### src/rtl/pipe_stage_elastic.sv
`default_nettype none
// ============================================================================
// pipe_stage_elastic : valid/ready pipeline register, optional skid entry,
//                      synchronous flush, saturating stall counter. Rev 1.0
// ============================================================================
module pipe_stage_elastic #(
   parameter int DATA_W  = 32,
   parameter int SKID_EN = 1,
   parameter int CNT_W   = 16
) (
   input  logic              clk,
   input  logic              rst,
   input  logic              flush,
   input  logic              in_valid,
   output logic              in_ready,
   input  logic [DATA_W-1:0] in_data,
   output logic              out_valid,
   input  logic              out_ready,
   output logic [DATA_W-1:0] out_data,
   output logic [1:0]        occupancy,
   output logic [CNT_W-1:0]  stall_cnt
);

   // Encoding doubles as the entry count driven on occupancy.
   typedef enum logic [1:0] {
      S_EMPTY = 2'd0,
      S_ONE   = 2'd1,
      S_TWO   = 2'd2
   } state_t;

   state_t            state;
   state_t            state_nxt;
   logic [DATA_W-1:0] main_q;
   logic [DATA_W-1:0] skid_q;
   logic              accept;
   logic              take;
   logic              main_load;
   logic              main_from_skid;
   logic              skid_load;
   logic              stall;

   assign out_valid = (state != S_EMPTY);
   assign out_data  = main_q;
   assign occupancy = state;
   assign accept    = in_valid && in_ready;
   assign take      = out_valid && out_ready;
   assign stall     = out_valid && !out_ready;

   generate
      if (SKID_EN != 0) begin : g_skid_ready
         // Ready depends only on registered state: no out_ready -> in_ready path.
         assign in_ready = !rst && !flush && (state != S_TWO);
      end else begin : g_pass_ready
         assign in_ready = !rst && !flush && (!out_valid || out_ready);
      end
   endgenerate

   always_comb begin
      state_nxt      = state;
      main_load      = 1'b0;
      main_from_skid = 1'b0;
      skid_load      = 1'b0;
      if (flush) begin
         state_nxt = S_EMPTY;
      end else begin
         case (state)
            S_EMPTY: begin
               if (accept) begin
                  state_nxt = S_ONE;
                  main_load = 1'b1;
               end
            end
            S_ONE: begin
               if (accept && take) begin
                  main_load = 1'b1;
               end else if (accept) begin
                  state_nxt = S_TWO;
                  skid_load = 1'b1;
               end else if (take) begin
                  state_nxt = S_EMPTY;
               end
            end
            S_TWO: begin
               if (take) begin
                  state_nxt      = S_ONE;
                  main_from_skid = 1'b1;
               end
            end
            default: state_nxt = S_EMPTY;
         endcase
      end
   end

   always_ff @(posedge clk) begin
      if (rst) begin
         state  <= S_EMPTY;
         main_q <= '0;
      end else begin
         state <= state_nxt;
         if (main_load) begin
            main_q <= in_data;
         end else if (main_from_skid) begin
            main_q <= skid_q;
         end
      end
   end

   generate
      if (SKID_EN != 0) begin : g_skid
         always_ff @(posedge clk) begin
            if (rst) begin
               skid_q <= '0;
            end else if (skid_load) begin
               skid_q <= in_data;
            end
         end
      end else begin : g_no_skid
         assign skid_q = '0;
      end
   endgenerate

   always_ff @(posedge clk) begin
      if (rst) begin
         stall_cnt <= '0;
      end else if (stall && (stall_cnt != '1)) begin
         stall_cnt <= stall_cnt + CNT_W'(1);
      end
   end

endmodule
`default_nettype wire

### config.mk
export PLATFORM = sky130hd
export DESIGN_NAME = pipe_stage_elastic
export DESIGN_NICKNAME = d
export VERILOG_FILES = /design/src/rtl/pipe_stage_elastic.sv
export SDC_FILE = /design/constraint.sdc
export NUM_CORES = 1
export LEC_CHECK = 0
export ABC_AREA = 1
export CORE_MARGIN = 1.5
export CORE_UTILIZATION = 50
export DETAILED_ROUTE_END_ITERATION = 6
export PLACE_DENSITY = 0.8
export SLEW_MARGIN = 20
export SYNTH_ARGS = -nofsm -noshare
export SYNTH_HDL_FRONTEND = slang
export SYNTH_SLANG_ARGS = --single-unit
### constraint.sdc
create_clock -name clk -period 1.6 [get_ports clk]
set_input_delay 0.32 -clock clk [delete_from_list [all_inputs] [get_ports clk]]
set_output_delay 0.32 -clock clk [all_outputs]
set_load 0.01 [all_outputs]
==> summary.txt, run 1 <==
Min path
  – Hold Crit Class: reg2reg

Power
  – Net Sw Frac: a little over a fifth
  – Reg power frac: 49.8%
  – Pwr dens: approximately 800 nW/µm²
  – Logic gate share of total power: under 10%
  – P_leak: approximately 2.2 nW
  – Total design power: ~4.2 mW
  – Switching pwr: 0.912 mW
  – Clock power share: a little over two fifths
  – Pint: between 3 and 4 mW
  – Worst IR drop on VDD: around 0.62 mV

CTS
  – Clock Tree Root: clkbuf_8
  – H-tree depth: 3
  – Clk Latency, worst-skew pair: around 0.35 ns
  – # clock sinks: 82
  – Max Root-Sink Buffers: 2
  – TritonCTS clock tree: yes
  – CTS clock-pin slew for the worst setup and hold paths: 0.08 ns
  – Inserted Clock Buffers: 9
  – CTS Hold Bufs: 0

GRT
  – GRT Total Usage: a little under a quarter
  – GRT Max-Usage Layer: met2
  – Initial antenna violation count: 0
  – Met1 GRT Util: about 29%
  – First-pass GRT wire length: around 16 mm
  – Largest net degree at the start of global routing: 50
  – Vias in the first global route: around 3,700
  – GR Util met2: 42.5%
  – GRT overflow: 0
  – Met3 usage: under 10%

Place
  – DPL Wire Length: approximately 6.5 mm
  – Cells after DPL: 744
  – Setup Slack @ Placement: -0.433 ns
  – PortBufs: between 80 and 90
  – GPL Wtd Cong: about 0.86

Synth
  – Seq cells post-synth: 82
  – Net Count, Synth: 592
  – Mapped Area: about 3900 µm²
  – Number of synthesized flops with an enable pin: 0
  – Ys Warns: 0
  – Seq/Total Area, Yosys: 42.5%
  – Post-synth top flop: dfxtp_1
  – Mapped Avg Cell Area: about 7 µm²
  – Post-synthesis async set-or-reset flop share: 0%
  – Synth cell types: 36
  – Post-Syn Instances: between 500 and 600

Detailed routing
  – DRC: 0
  – DRT iter0 DRCs: 184
  – Drt via density: around 5.1
  – Drt pass-1 iters: 5
  – Average wire per standard cell: 12.8 µm
  – Via count: between 3,000 and 4,000
  – Post-route ant nets: 0
  – Final wirelength: between 9 and 10 mm

STA
  – Final worst slack: a little under 0.03 ns
  – Unrepaired setup endpoints after global routing: true
  – Slew @ Worst Pin: about 0.27 ns
  – Final hold slack: ~0.49 ns
  – Minimum clock period: approximately 1.6 ns
  – Tcrit/Tclk final: between 90% and 100%
  – Slew Limit Fails: 0
  – Fmax achieved: ~640 MHz
  – Slew headroom: about four fifths
  – Hold Violations, Final: 0
  – Setup Skew: ~0.011 ns
  – Final Setup Violations: 0

Critical path
  – Req. time, crit path: roughly 1.3 ns
  – Buf/Inv on CP: 1
  – Worst setup SP type: register
  – Critical-path cell list: clkdlybuf4s50_1
  – CP peak stage delay: between 0.5 and 0.6 ns
  – CP Capture Type: output pin
  – Slowest CP cell: clkdlybuf4s50_1
  – Worst setup path class: reg2out
  – Worst-path fanout max: 2
  – Crit path DAT: 1.25 ns
  – Top delay family on crit path: buffers and inverters

Finish
  – Ratio of cells with drive above 1 in the final layout: between 10% and 20%
  – Area growth syn-to-layout: 34.8%
  – Non-Filler Instances: 760
  – Most common cell after layout, fill and taps aside: nor2_1
  – Most frequent cells in the layout: 117 x nor2_1, 98 x nand2_1, 78 x dfxtp_1, 69 x o21ai_0, 69 x clkdlybuf4s50_1
  – NumNets Final: 696
  – ANT cells: 0

Floorplan
  – Die ar.: between 8000 and 9000 µm²
  – Die width: 90.9 µm
  – Die height: 90.9 µm
  – Starting Density: a little over half
  – Core Region: about 7400 µm²
  – Rows: 31
  – Num ports: between 80 and 90

Job
  – Max cap viols: 0

Status
  – Run status: finished, final reports clean
==> synth_stat cells, types with 4 or more instances <==
cell type | number | share of area [%]
nor2_1 | 117 | 11
inv_1 | 45 | 4.4
buf_2 | 4 | 0.52
nor3_1 | 33 | 4.3
a21oi_1 | 11 | 1.4
o21ai_0 | 73 | 9.5
buf_6 | 9 | 2.6
buf_4 | 6 | 1.2
dfxtp_1 | 82 | 42
o21ai_1 | 27 | 3.5
nand2_1 | 98 | 9.5
clkbuf_1 | 8 | 0.78
inv_2 | 4 | 0.39
xor2_1 | 5 | 1.1
==> kinds of logic (layout without fill, tap and decap cells) <==
kind of cell / count (synthesis) / after routing / synth area share, %
AOI/OAI and AO/OA: 115 / 115 / 15.4
xor gates and xnor gates: 7 / 7 / 1.59
adders and majority gates: 1 / 1 / 0.324
buffers and inverters: 81 / 188 / 10.6
DFF: 82 / 82 / 42.5
and+or+nand+nor: 268 / 268 / 29.6
==> worst paths after layout <==
kind	startpoint	endpoint	slack (ns)	depth (start not counted)
worst max-delay path	out_data[23]	out_data[23]	0.03	1
worst min-delay path	stall_cnt[3]	stall_cnt[3]	0.49	2
worst max register to register	occupancy[0]	out_data[17]	0.11	8
worst min register to register	stall_cnt[3]	stall_cnt[3]	0.49	2
==> repair_timing <==
| item | in CTS | in global routing |
|---|---|---|
| pin swaps | 0 | 1 |
| endpoints found under the setup margin | 51 | 34 |
| buffers inserted | 0 | 2 |
| gates resized for setup | 21 | 13 |
==> sequential cells by signal (all words and copies together), names as in the netlist <==
signal,flops
out_data,32
skid_q,32
stall_cnt,16
occupancy,2
==> layout make-up <==
class | count | area, µm²
Timing Repair Buffer | 125 | 1200
Clock buffer | 9 | 124
Clock inverter | 5 | 105
Sequential cell | 82 | 1650
Tap cell | 99 | 124
Fill cell | 613 | 2160
Multi-Input combinational cell | 391 | 1820
Inverter | 49 | 189
==> metal layers <==
layer	vias up	share of wire (%)
met1	1816	44
met4	0	0.57
met5	-	0
met2	122	49
li1	1967	-
met3	7	5.7
==> power groups by stage <==
stage                     Clock, mW  Sequential (mW)  Combinational (mW)
after floorplan                   0             2.15               0.127
after global placement            0             2.13               0.345
after detailed placement          0             2.14               0.348
after CTS                      1.78             2.09               0.349
after global routing           1.86             2.09               0.379
final                          1.75             2.09               0.350
==> through the flow <==
stage	area, µm²	utilization (%)	setup TNS, ns
finish	5210	70.7	0
global route	5210	70.7	-0.0315
CTS	5170	70.2	-0.0899
detailed placement	4960	67.3	-20.80
global placement	4960	67.3	-18.27
floorplan	3860	-	0
Note: power is estimated with default switching activity, not from simulation.
==> run 2, diff against run 1 <==
CORE_UTILIZATION = 57   (was 50)
DONT_BUFFER_PORTS = 1   (was unset)
PLACE_DENSITY = 0.75   (was 0.8)
clock period = 1.27 ns   (was 1.6 ns; I/O delays follow)
==> run 2 against run 1 <==
  * Setup slack worse by 0.28 ns
  * Sequential share of layout area is 0.16 points lower
  * Combinational power fell by 13%
  * Critical path type is now reg2reg
  * Sequential power increased by 27%
  * Utilization grew 11 points
  * Via count rose by 2.8%
  * Die area decreased by 12%
  * Worst hold slack lost 0.47 ns
  * Critical path depth rose by 8
  * Cell count decreased by 9.5%
  * The flow now finishes with violations (design-rule violations, negative setup slack)
  * Register-to-register slack got worse by 0.36 ns
==> summary.txt, run 2 (same netlist as run 1, synthesis figures left out) <==
CTS
  – # clock sinks: 82 (unchanged)
  – Clk Latency, worst-skew pair: 0.35 ns (about the same)
  – H-tree depth: 3 (unchanged)
  – CTS clock-pin slew for the worst setup and hold paths: 0.08 ns (about the same)
  – Max Root-Sink Buffers: 2 (unchanged)
  – TritonCTS clock tree: yes (unchanged)
  – Inserted Clock Buffers: 9 (unchanged)
  – Clock Tree Root: clkbuf_8 (unchanged)

Floorplan
  – Die width: 85.3 µm (was 90.9 µm)
  – Num ports: 89 (unchanged)
  – Core Region: 6460 µm² (was 7370 µm²)
  – Starting Density: 59.8% (was 52.4%)
  – Rows: 29 (was 31)
  – Die ar.: 7280 µm² (was 8270 µm²)
  – Die height: 85.3 µm (was 90.9 µm)

Power
  – Pwr dens: 1020 nW/µm² (was 804 nW/µm²)
  – P_leak: 2.07 nW (was 2.17 nW)
  – Worst IR drop on VDD: 0.765 mV (was 0.624 mV)

Critical path
  – Worst-path fanout max: 6 (was 2)
  – Crit path DAT: 1.80 ns (was 1.25 ns)
  – CP dominant cell by count: buf_12
  – CP peak stage delay: 0.37 ns (was 0.55 ns)
  – Buf/Inv on CP: 3 (was 1)
  – Critical-path cell list: inv_4, nand2_4, and3_4, nand2_8, nor2_8, buf_12, buf_12, o21ai_1, nor2_1 (was clkdlybuf4s50_1)
  – Slowest CP cell: dfxtp_2 (was clkdlybuf4s50_1)
  – Worst setup path class: reg2reg (was reg2out)
  – Top delay family on crit path: simple AND/OR/NAND/NOR gates (was buffers and inverters)
  – CP Capture Type: register (was output pin)
  – Req. time, crit path: 1.55 ns (was 1.28 ns)
  – Worst setup SP type: register (unchanged)

Detailed routing
  – Drt via density: 5.84 (was 5.15)
  – DRC: 6 (was 0)
  – Post-route ant nets: 0 (unchanged)
  – DRT iter0 DRCs: 247 (was 184)
  – Average wire per standard cell: 18.5 µm (was 12.8 µm)
  – Via count: 4,021 (was 3,912)
  – Final wirelength: 12.8 mm (was 9.70 mm)
  – Drt pass-1 iters: 7 (was 5)

Min path
  – Hold Crit Class: in2reg (was reg2reg)

STA
  – Slew Limit Fails: 0 (unchanged)
  – Hold Violations, Final: 0 (unchanged)
  – Final worst slack: -0.246 ns (was 0.0290 ns)
  – Fmax achieved: approximately 660 MHz
  – Unrepaired setup endpoints after global routing: true (unchanged)
  – Slew @ Worst Pin: 0.778 ns (was 0.273 ns)
  – Minimum clock period: approximately 1.5 ns
  – Final Setup Violations: 82 (was 0)
  – Setup Skew: 0.00709 ns (was 0.0114 ns)
  – Slew headroom: 47.9% (was 81.8%)
  – Tcrit/Tclk final: 119%

Finish
  – Finished Cell Area: 5270 µm² (was 5210 µm²)
  – Register area: 1660 µm² (was 1650 µm²)
  – Ratio of cells with drive above 1 in the final layout: 33.2% (was 11.0%)
  – Fill count: 407 (was 613)
  – Multi-input gate area: 2240 µm² (was 1820 µm²)
  – ANT cells: 0 (unchanged)
  – NumNets Final: 646 (was 696)
  – Most frequent cells in the layout: 90 x nor2_1, 81 x nand2_1, 77 x dfxtp_1, 62 x o21ai_1, 48 x buf_4 (was 117 x nor2_1, 98 x nand2_1, 78 x dfxtp_1, 69 x o21ai_0, 69 x clkdlybuf4s50_1)
  – Most common cell after layout, fill and taps aside: nor2_1 (unchanged)
  – Final core utilization: 81.5% (was 70.7%)
  – Area growth syn-to-layout: 36.2% (was 34.8%)

Place
  – DPL Wire Length: 6.38 mm (was 6.53 mm)
  – GPL Wtd Cong: 0.806 (was 0.862)
  – Post-Place Cell Area: 4290 µm² (was 4960 µm²)
  – PortBufs: 0 (was 88)

GRT
  – Initial antenna violation count: 0 (unchanged)
  – GRT Total Usage: 30.7% (was 23.7%)
  – Vias in the first global route: 3,759 (was 3,701)
  – GRT overflow: 0 (unchanged)
  – First-pass GRT wire length: 17.9 mm (was 16.3 mm)
  – Largest net degree at the start of global routing: 48 (was 50)

Status
  – Failing checks: design-rule violations, negative setup slack
  – Run status: finished with violations (was finished, final reports clean)

Job
  – Max cap viols: 0 (unchanged)
run 2: cell count changes in the layout (fill, tap and decap cells not counted), sizes merged:
cell           delta
clkdlybuf4s50    -69
buf              +32
dlygate4sd3       +1
dlygate4sd2      -15
clkbuf            +5
clkinvlp          -2
dlymetal6s2s      -3
clkinv            +1
run 2: final cells by class:
cell class                      instances  share of cell area, %
Clock buffer                           10                   2.83
Clock inverter                          4                   1.88
Inverter                               49                   3.68
Multi-Input combinational cell        391                   42.6
Sequential cell                        82                   31.4
Tap cell                               77                   1.83
Timing Repair Buffer                   75                   15.8
run 2: worst register-to-register path, cell delays in order (launching register included):
cell and delay, ns:
dfxtp_2 0.37, inv_4 0.06, nand2_4 0.09, and3_4 0.22, nand2_8 0.08, nor2_8 0.18, buf_12 0.16, buf_12 0.12
o21ai_1 0.07, nor2_1 0.12
run 2: through the flow:
step	total power [mW]	TNS, ns	cells	worst slack [ns]	hold WS [ns]
after floorplan	2.87	-3.56	554	-0.108	0.389
after global placement	2.93	-6.79	655	-0.163	0.311
after detailed placement	2.94	-11.16	655	-0.237	0.313
after CTS	5.28	-10.47	682	-0.171	0.0262
after global routing	5.49	-18.74	688	-0.305	0.0207
final	5.35	-14.41	688	-0.246	0.0236
run 2: final timing paths:
path | endpoint | from | depth (start not counted) | slack (ns)
setup reg to reg | out_data[20] | occupancy[0] | 9 | -0.25
hold / removal | out_data[18] | in_data[18] | 2 | 0.02
setup / recovery | out_data[20] | occupancy[0] | 9 | -0.25
hold reg to reg | skid_q[23] | skid_q[23] | 2 | 0.50
run 2: power breakdown:
part           switching, mW  internal [mW]  total [mW]
logic                  0.184          0.121       0.305
clock network          0.983           1.41        2.39
registers             0.0481           2.60        2.65
total                   1.21           4.13        5.35
run 2: what timing repair did:
item / 4_1_cts / 5_1_grt
buffers inserted: 8 / 5
resized for setup: 79 / 78
gates cloned: 4 / 5
hold buffers: 1 / 0
pin swaps: 21 / 43
endpoints found under the hold margin: 14 / 0
endpoints found under the setup margin: 83 / 82
run 2: per-layer routing:
| metal | up-vias | wire length, µm | global-route usage (%) |
|---|---|---|---|
| met5 | - | 0 | 0 |
| met1 | 1907 | 4970 | 37.3 |
| met2 | 197 | 6360 | 51.4 |
| met3 | 40 | 1060 | 8.85 |
| li1 | 1877 | - | - |
| met4 | 0 | 359 | 12.5 |
==> variant 1: new RTL, config.mk and constraints of run 2 <==
Change the parameter `DATA_W` from 32 to 48.
--- a/src/rtl/pipe_stage_elastic.sv
+++ b/src/rtl/pipe_stage_elastic.sv
@@ -6,3 +6,3 @@
 module pipe_stage_elastic #(
-   parameter int DATA_W  = 32,
+   parameter int DATA_W  = 48,
    parameter int SKID_EN = 1,
Ports: changed (resized in_data and out_data); port bits go from 89 to 121. The function was not compared with the original's and may differ.
==> variant 1 against run 2 <==
The run still ends with design-rule violations, negative setup slack left. Largest power group is now clock. Sequential cell count is 32 higher. Final cell count is 44% higher. Clock power is 120% higher. Synthesized cell count is 35% higher. Power is 82% higher. Area after synthesis is 32% higher. Cell area is 61% higher. Routed wire length is 120% higher. Setup slack worse by 380 ps.
==> variant 1: results (changes against run 2) <==
\begin{tabular}{lr}
\hline
Metric & Value \\
\hline
\multicolumn{2}{l}{\textbf{Worst setup path}} \\
Maximum fanout encountered on the critical timing path & 14 (was 6) \\
Crit path DAT & 2320 ps (was 1800 ps) \\
\multicolumn{2}{l}{\textbf{Final layout}} \\
Number of multi-input combinational cells & 517 (was 391) \\
Post-route non-filler standard cell count & 992 (was 688) \\
Number of inserted filler cells in the final layout & 159 (was 407) \\
Multi-input combinational cell area & 0.00320 mm2 (was 0.00224 mm2) \\
Number of buffers outside the clock class in the layout & 152 (was 75) \\
\multicolumn{2}{l}{\textbf{Synth}} \\
Syn\_nets & 802 (was 592) \\
Number of library cell types mapped by synthesis & 27 (was 36) \\
\multicolumn{2}{l}{\textbf{Clock network}} \\
Clock network latency to the later pin of the worst-skew pair & 550 ps (was 350 ps) \\
\multicolumn{2}{l}{\textbf{Timing}} \\
Final setup margin & -627 ps (was -246 ps) \\
Endpoints failing setup & 132 (was 82) \\
Setup TNS & -49050 ps (was -14410 ps) \\
\multicolumn{2}{l}{\textbf{Global routing}} \\
Number of global-route vias before repair & 5657 (was 3759) \\
Pin count of the biggest net entering global routing & 82 (was 48) \\
Number of antenna violations at the first check in global routing & 3 (was 0) \\
Total global-route track usage & 35.9\% (was 30.7\%) \\
\multicolumn{2}{l}{\textbf{Run status}} \\
Outcome & finished, violations left (unchanged) \\
Violated checks & design-rule violations, negative setup slack (unchanged) \\
\multicolumn{2}{l}{\textbf{Pwr}} \\
Static leakage & 3.29 nW (was 2.07 nW) \\
Peak supply drop & 1.21 mV (was 0.765 mV) \\
\multicolumn{2}{l}{\textbf{Detailed routing}} \\
Drt via density & 7.15 (was 5.84) \\
Number of remaining DRC errors & 7 (was 6) \\
\multicolumn{2}{l}{\textbf{Placed design}} \\
Post-placement cell count & 861 (was 655) \\
\multicolumn{2}{l}{\textbf{Min path}} \\
Hold\_sp & out\_ready (was in\_data[18]) \\
\hline
\end{tabular}
==> variant 1: metrics by stage <==
stage | power (W) | util, % | setup slack (ps)
2_1_floorplan | 0.00397 | - | -210
3_3_place_gp | 0.00402 | 63.7 | -104
3_5_place_dp | 0.00403 | 63.7 | -176
4_1_cts | 0.00926 | 85.8 | -265
5_1_grt | 0.00982 | 97.0 | -754
6_report | 0.00973 | 97.0 | -627
==> variant 1: critical path, cell delays in order (launching register included) <==
cell                      delay [ps]
sky130_fd_sc_hd__dfxtp_4         360
sky130_fd_sc_hd__inv_4            90
sky130_fd_sc_hd__nand2_4          50
sky130_fd_sc_hd__buf_4           140
sky130_fd_sc_hd__nor3_4          160
sky130_fd_sc_hd__buf_6           200
sky130_fd_sc_hd__buf_12          170
sky130_fd_sc_hd__o21ai_0         140
sky130_fd_sc_hd__o21ai_0         340
sky130_fd_sc_hd__nor2_1          130
==> variant 1: timing repair <==
item / CTS / global route
resized for setup: 162 / 172
endpoints found under the hold margin: 112 / 2
cloned: 6 / 9
hold buffers: 50 / 1
pin swaps: 27 / 49
setup buffers: 21 / 13
setup endpoints to repair: 125 / 133
==> variant 1: logic make-up (layout without fill, tap and decap cells) <==
logic type / Yosys count / after routing / synth area share, %
other: 0 / 1 / 0
DFF: 114 / 114 / 44.6
and+or+nand+nor: 344 / 344 / 27.7
xor gates and xnor gates: 8 / 8 / 1.37
adders and majority gates: 1 / 1 / 0.245
AOI/OAI and AO/OA: 164 / 164 / 16.2
buffers and inverters: 117 / 252 / 9.86
==> variant 1: worst max path at each step <==
stage | from | end | slack [ps] | cells past startpoint
floorplan | occupancy[0]$_SDFFE_PP0P_ | out_data[0]$_SDFFE_PP0P_ | -210 | 11
global placement | occupancy[0]$_SDFFE_PP0P_ | out_data[0]$_SDFFE_PP0P_ | -100 | 9
detailed placement | occupancy[1]$_SDFFE_PP0P_ | out_data[35]$_SDFFE_PP0P_ | -180 | 6
CTS | occupancy[0]$_SDFFE_PP0P_ | out_data[37]$_SDFFE_PP0P_ | -270 | 10
global route | occupancy[0]$_SDFFE_PP0P_ | out_data[41]$_SDFFE_PP0P_ | -750 | 10
finish | occupancy[0]$_SDFFE_PP0P_ | out_data[11]$_SDFFE_PP0P_ | -630 | 9
==> variant 1: routing by layer <==
layer,GRT usage (%),part of all wire [%]
met5,0,0.083
met1,41.1,30
met3,10.7,14
met2,61.5,43
met4,17.0,13
==> variant 1: report_power, final <==
group | internal (W) | switching (W) | total (W)
registers | 0.00362 | 0.0000802 | 0.00370
logic | 0.000298 | 0.000457 | 0.000755
clock network | 0.00335 | 0.00193 | 0.00528
==> variant 2: new RTL, settings of run 2 <==
Without the edit above. Make the reset (`rst`) asynchronous in 3 clocked blocks.
--- a/src/rtl/pipe_stage_elastic.sv
+++ b/src/rtl/pipe_stage_elastic.sv
@@ -93,3 +93,3 @@
 
-   always_ff @(posedge clk) begin
+   always_ff @(posedge clk or posedge rst) begin
       if (rst) begin
@@ -109,3 +109,3 @@
       if (SKID_EN != 0) begin : g_skid
-         always_ff @(posedge clk) begin
+         always_ff @(posedge clk or posedge rst) begin
             if (rst) begin
@@ -121,3 +121,3 @@
 
-   always_ff @(posedge clk) begin
+   always_ff @(posedge clk or posedge rst) begin
       if (rst) begin
Formal check against the unedited RTL: differs if rst is asserted again (counterexample within 4 cycles, from zero or initial values and one cycle with rst high); with rst held inactive, the same outputs for 10 cycles.
==> variant 2 against run 2 <==
The run ends with negative setup slack left. Area after synthesis fell by 1.8%. Clock skew rose by 5.4 ps. First-iteration DRC count rose by 10%. Count of clock-buffer cells in the layout did not move. Setup slack improved by 62 ps. Routed wire length fell by 19%. Cell area fell by 4.0%. Die area fell by 1.8%. Sequential share of layout area rose by 9.3 points. Sequential cell count did not move. Critical path type unchanged. Critical endpoint is now out_data[28]$_DFFE_PP0P_.
Power is not compared: it rests on default switching activity, and its combinational part moved more than twofold at a synthesized area within 25%.
==> variant 2: results (changes against run 2) <==
\begin{tabular}{lr}
\hline
Metric & Value \\
\hline
\multicolumn{2}{l}{\textbf{Synth}} \\
Fraction of the yosys area taken by sequential cells & 54.1\% (was 42.5\%) \\
Number of library cell types mapped by synthesis & 22 (was 36) \\
Syn\_nets & 525 (was 592) \\
Post-Synthesis Mean Instance Area & 7.79 um2 (was 6.98 um2) \\
Main synth FF type & sky130\_fd\_sc\_hd\_\_dfrtp\_1 (was sky130\_fd\_sc\_hd\_\_dfxtp\_1) \\
Largest cells by area after synthesis & sky130\_fd\_sc\_hd\_\_dfrtp\_1 (54\%), sky130\_fd\_sc\_hd\_\_nand2\_1 (24\%), sky130\_fd\_sc\_hd\_\_nand3\_1 (9.6\%) (was sky130\_fd\_sc\_hd\_\_dfxtp\_1 (42\%), sky130\_fd\_sc\_hd\_\_nor2\_1 (11\%), sky130\_fd\_sc\_hd\_\_nand2\_1 (9.5\%)) \\
\multicolumn{2}{l}{\textbf{Timing}} \\
Final setup margin & -184 ps (was -246 ps) \\
Fin Clk Skew & 12.5 ps (was 7.09 ps) \\
Endpoints failing setup & 83 (was 82) \\
\multicolumn{2}{l}{\textbf{Run status}} \\
Violated checks & negative setup slack (was design-rule violations, negative setup slack) \\
Outcome & finished, violations left (unchanged) \\
\multicolumn{2}{l}{\textbf{Worst setup path}} \\
Crit path DAT & 1700 ps (was 1800 ps) \\
Maximum fanout encountered on the critical timing path & 8 (was 6) \\
\multicolumn{2}{l}{\textbf{Global routing}} \\
Wire length of the first global-routing pass & 16.4 mm (was 17.9 mm) \\
Number of global-route vias before repair & 3434 (was 3759) \\
\multicolumn{2}{l}{\textbf{Clock network}} \\
Clock-pin transition on the worst setup and hold timing paths & 100 ps (was 80 ps) \\
\multicolumn{2}{l}{\textbf{Detailed routing}} \\
Number of detailed-route iterations in the first pass & 5 (was 7) \\
\multicolumn{2}{l}{\textbf{Placed design}} \\
Half-perimeter wire length of the detailed placement result & 6.15 mm (was 6.38 mm) \\
Post-placement cell count & 600 (was 655) \\
\multicolumn{2}{l}{\textbf{Min path}} \\
Hold\_sp & in\_data[29] (was in\_data[18]) \\
\hline
\end{tabular}
variant 2: cell types whose count changed in the layout (fill, tap and decap cells not counted), moves of 12 or more:
cell | run 2 | this run
sky130_fd_sc_hd__nor2_2 | 23 | 6
sky130_fd_sc_hd__nand2_1 | 81 | 220
sky130_fd_sc_hd__nor3_2 | 15 | 0
sky130_fd_sc_hd__nand3_2 | 0 | 17
sky130_fd_sc_hd__o21ai_1 | 62 | 1
sky130_fd_sc_hd__nor3_1 | 17 | 0
sky130_fd_sc_hd__nand3_1 | 3 | 55
sky130_fd_sc_hd__o21ai_0 | 15 | 3
sky130_fd_sc_hd__inv_1 | 45 | 11
sky130_fd_sc_hd__nor2_1 | 90 | 11
sky130_fd_sc_hd__o21ai_2 | 23 | 1
sky130_fd_sc_hd__dfrtp_1 | 0 | 77
sky130_fd_sc_hd__dfxtp_1 | 77 | 0
variant 2: metrics by stage:
stage | TNS (ps) | hold WS, ps | cell area (um2)
global placement | -332 | 282 | 4280
CTS | -4790 | 20.7 | 4820
global route | -12460 | 24.3 | 5060
detailed placement | -4350 | 282 | 4280
floorplan | -2610 | 387 | 3820
finish | -6460 | 26.6 | 5060
variant 2: worst max-delay path: stages, from the launching register on:
cell                      delay, ps
sky130_fd_sc_hd__dfrtp_1        430
sky130_fd_sc_hd__nor2_2         110
sky130_fd_sc_hd__nand2_2        110
sky130_fd_sc_hd__o21ai_4        200
sky130_fd_sc_hd__inv_4           80
sky130_fd_sc_hd__buf_12         140
sky130_fd_sc_hd__buf_16         150
sky130_fd_sc_hd__nand2_4         60
sky130_fd_sc_hd__nand3_2         70
variant 2: repair_timing:
item | CTS | global route
pin swaps | 4 | 5
buffers inserted | 5 | 2
cloned | 5 | 1
hold buffers | 1 | 0
hold endpoints to repair | 82 | 0
resized for setup | 53 | 55
setup endpoints to repair | 80 | 87
variant 2: cell type report:
class                           instances  area [um2]
Sequential cell                        82        2060
Multi-Input combinational cell        365        1870
Fill cell                             435        1330
Timing Repair Buffer                   70         757
Clock buffer                           10         138
Tap cell                               77        96.3
Inverter                               20        91.3
Clock inverter                          6        50.0
variant 2: power by group through the flow:
stage               sequential, W  clock [W]  combinational, W
global route              0.00394    0.00194           0.00190
CTS                       0.00380    0.00183           0.00152
finish                    0.00386    0.00181           0.00171
detailed placement        0.00382          0           0.00130
floorplan                 0.00378          0          0.000805
global placement          0.00379          0           0.00124
variant 2: metal layers:
layer | share of wire, % | up-vias | GRT usage [%] | wire [um]
li1 | - | 1655 | - | -
met1 | 40 | 1652 | 36.3 | 4080
met2 | 52 | 133 | 50.0 | 5290
met3 | 7.2 | 20 | 6.69 | 744
met4 | 1.5 | 0 | 9.38 | 155
met5 | 0 | - | 0 | 0
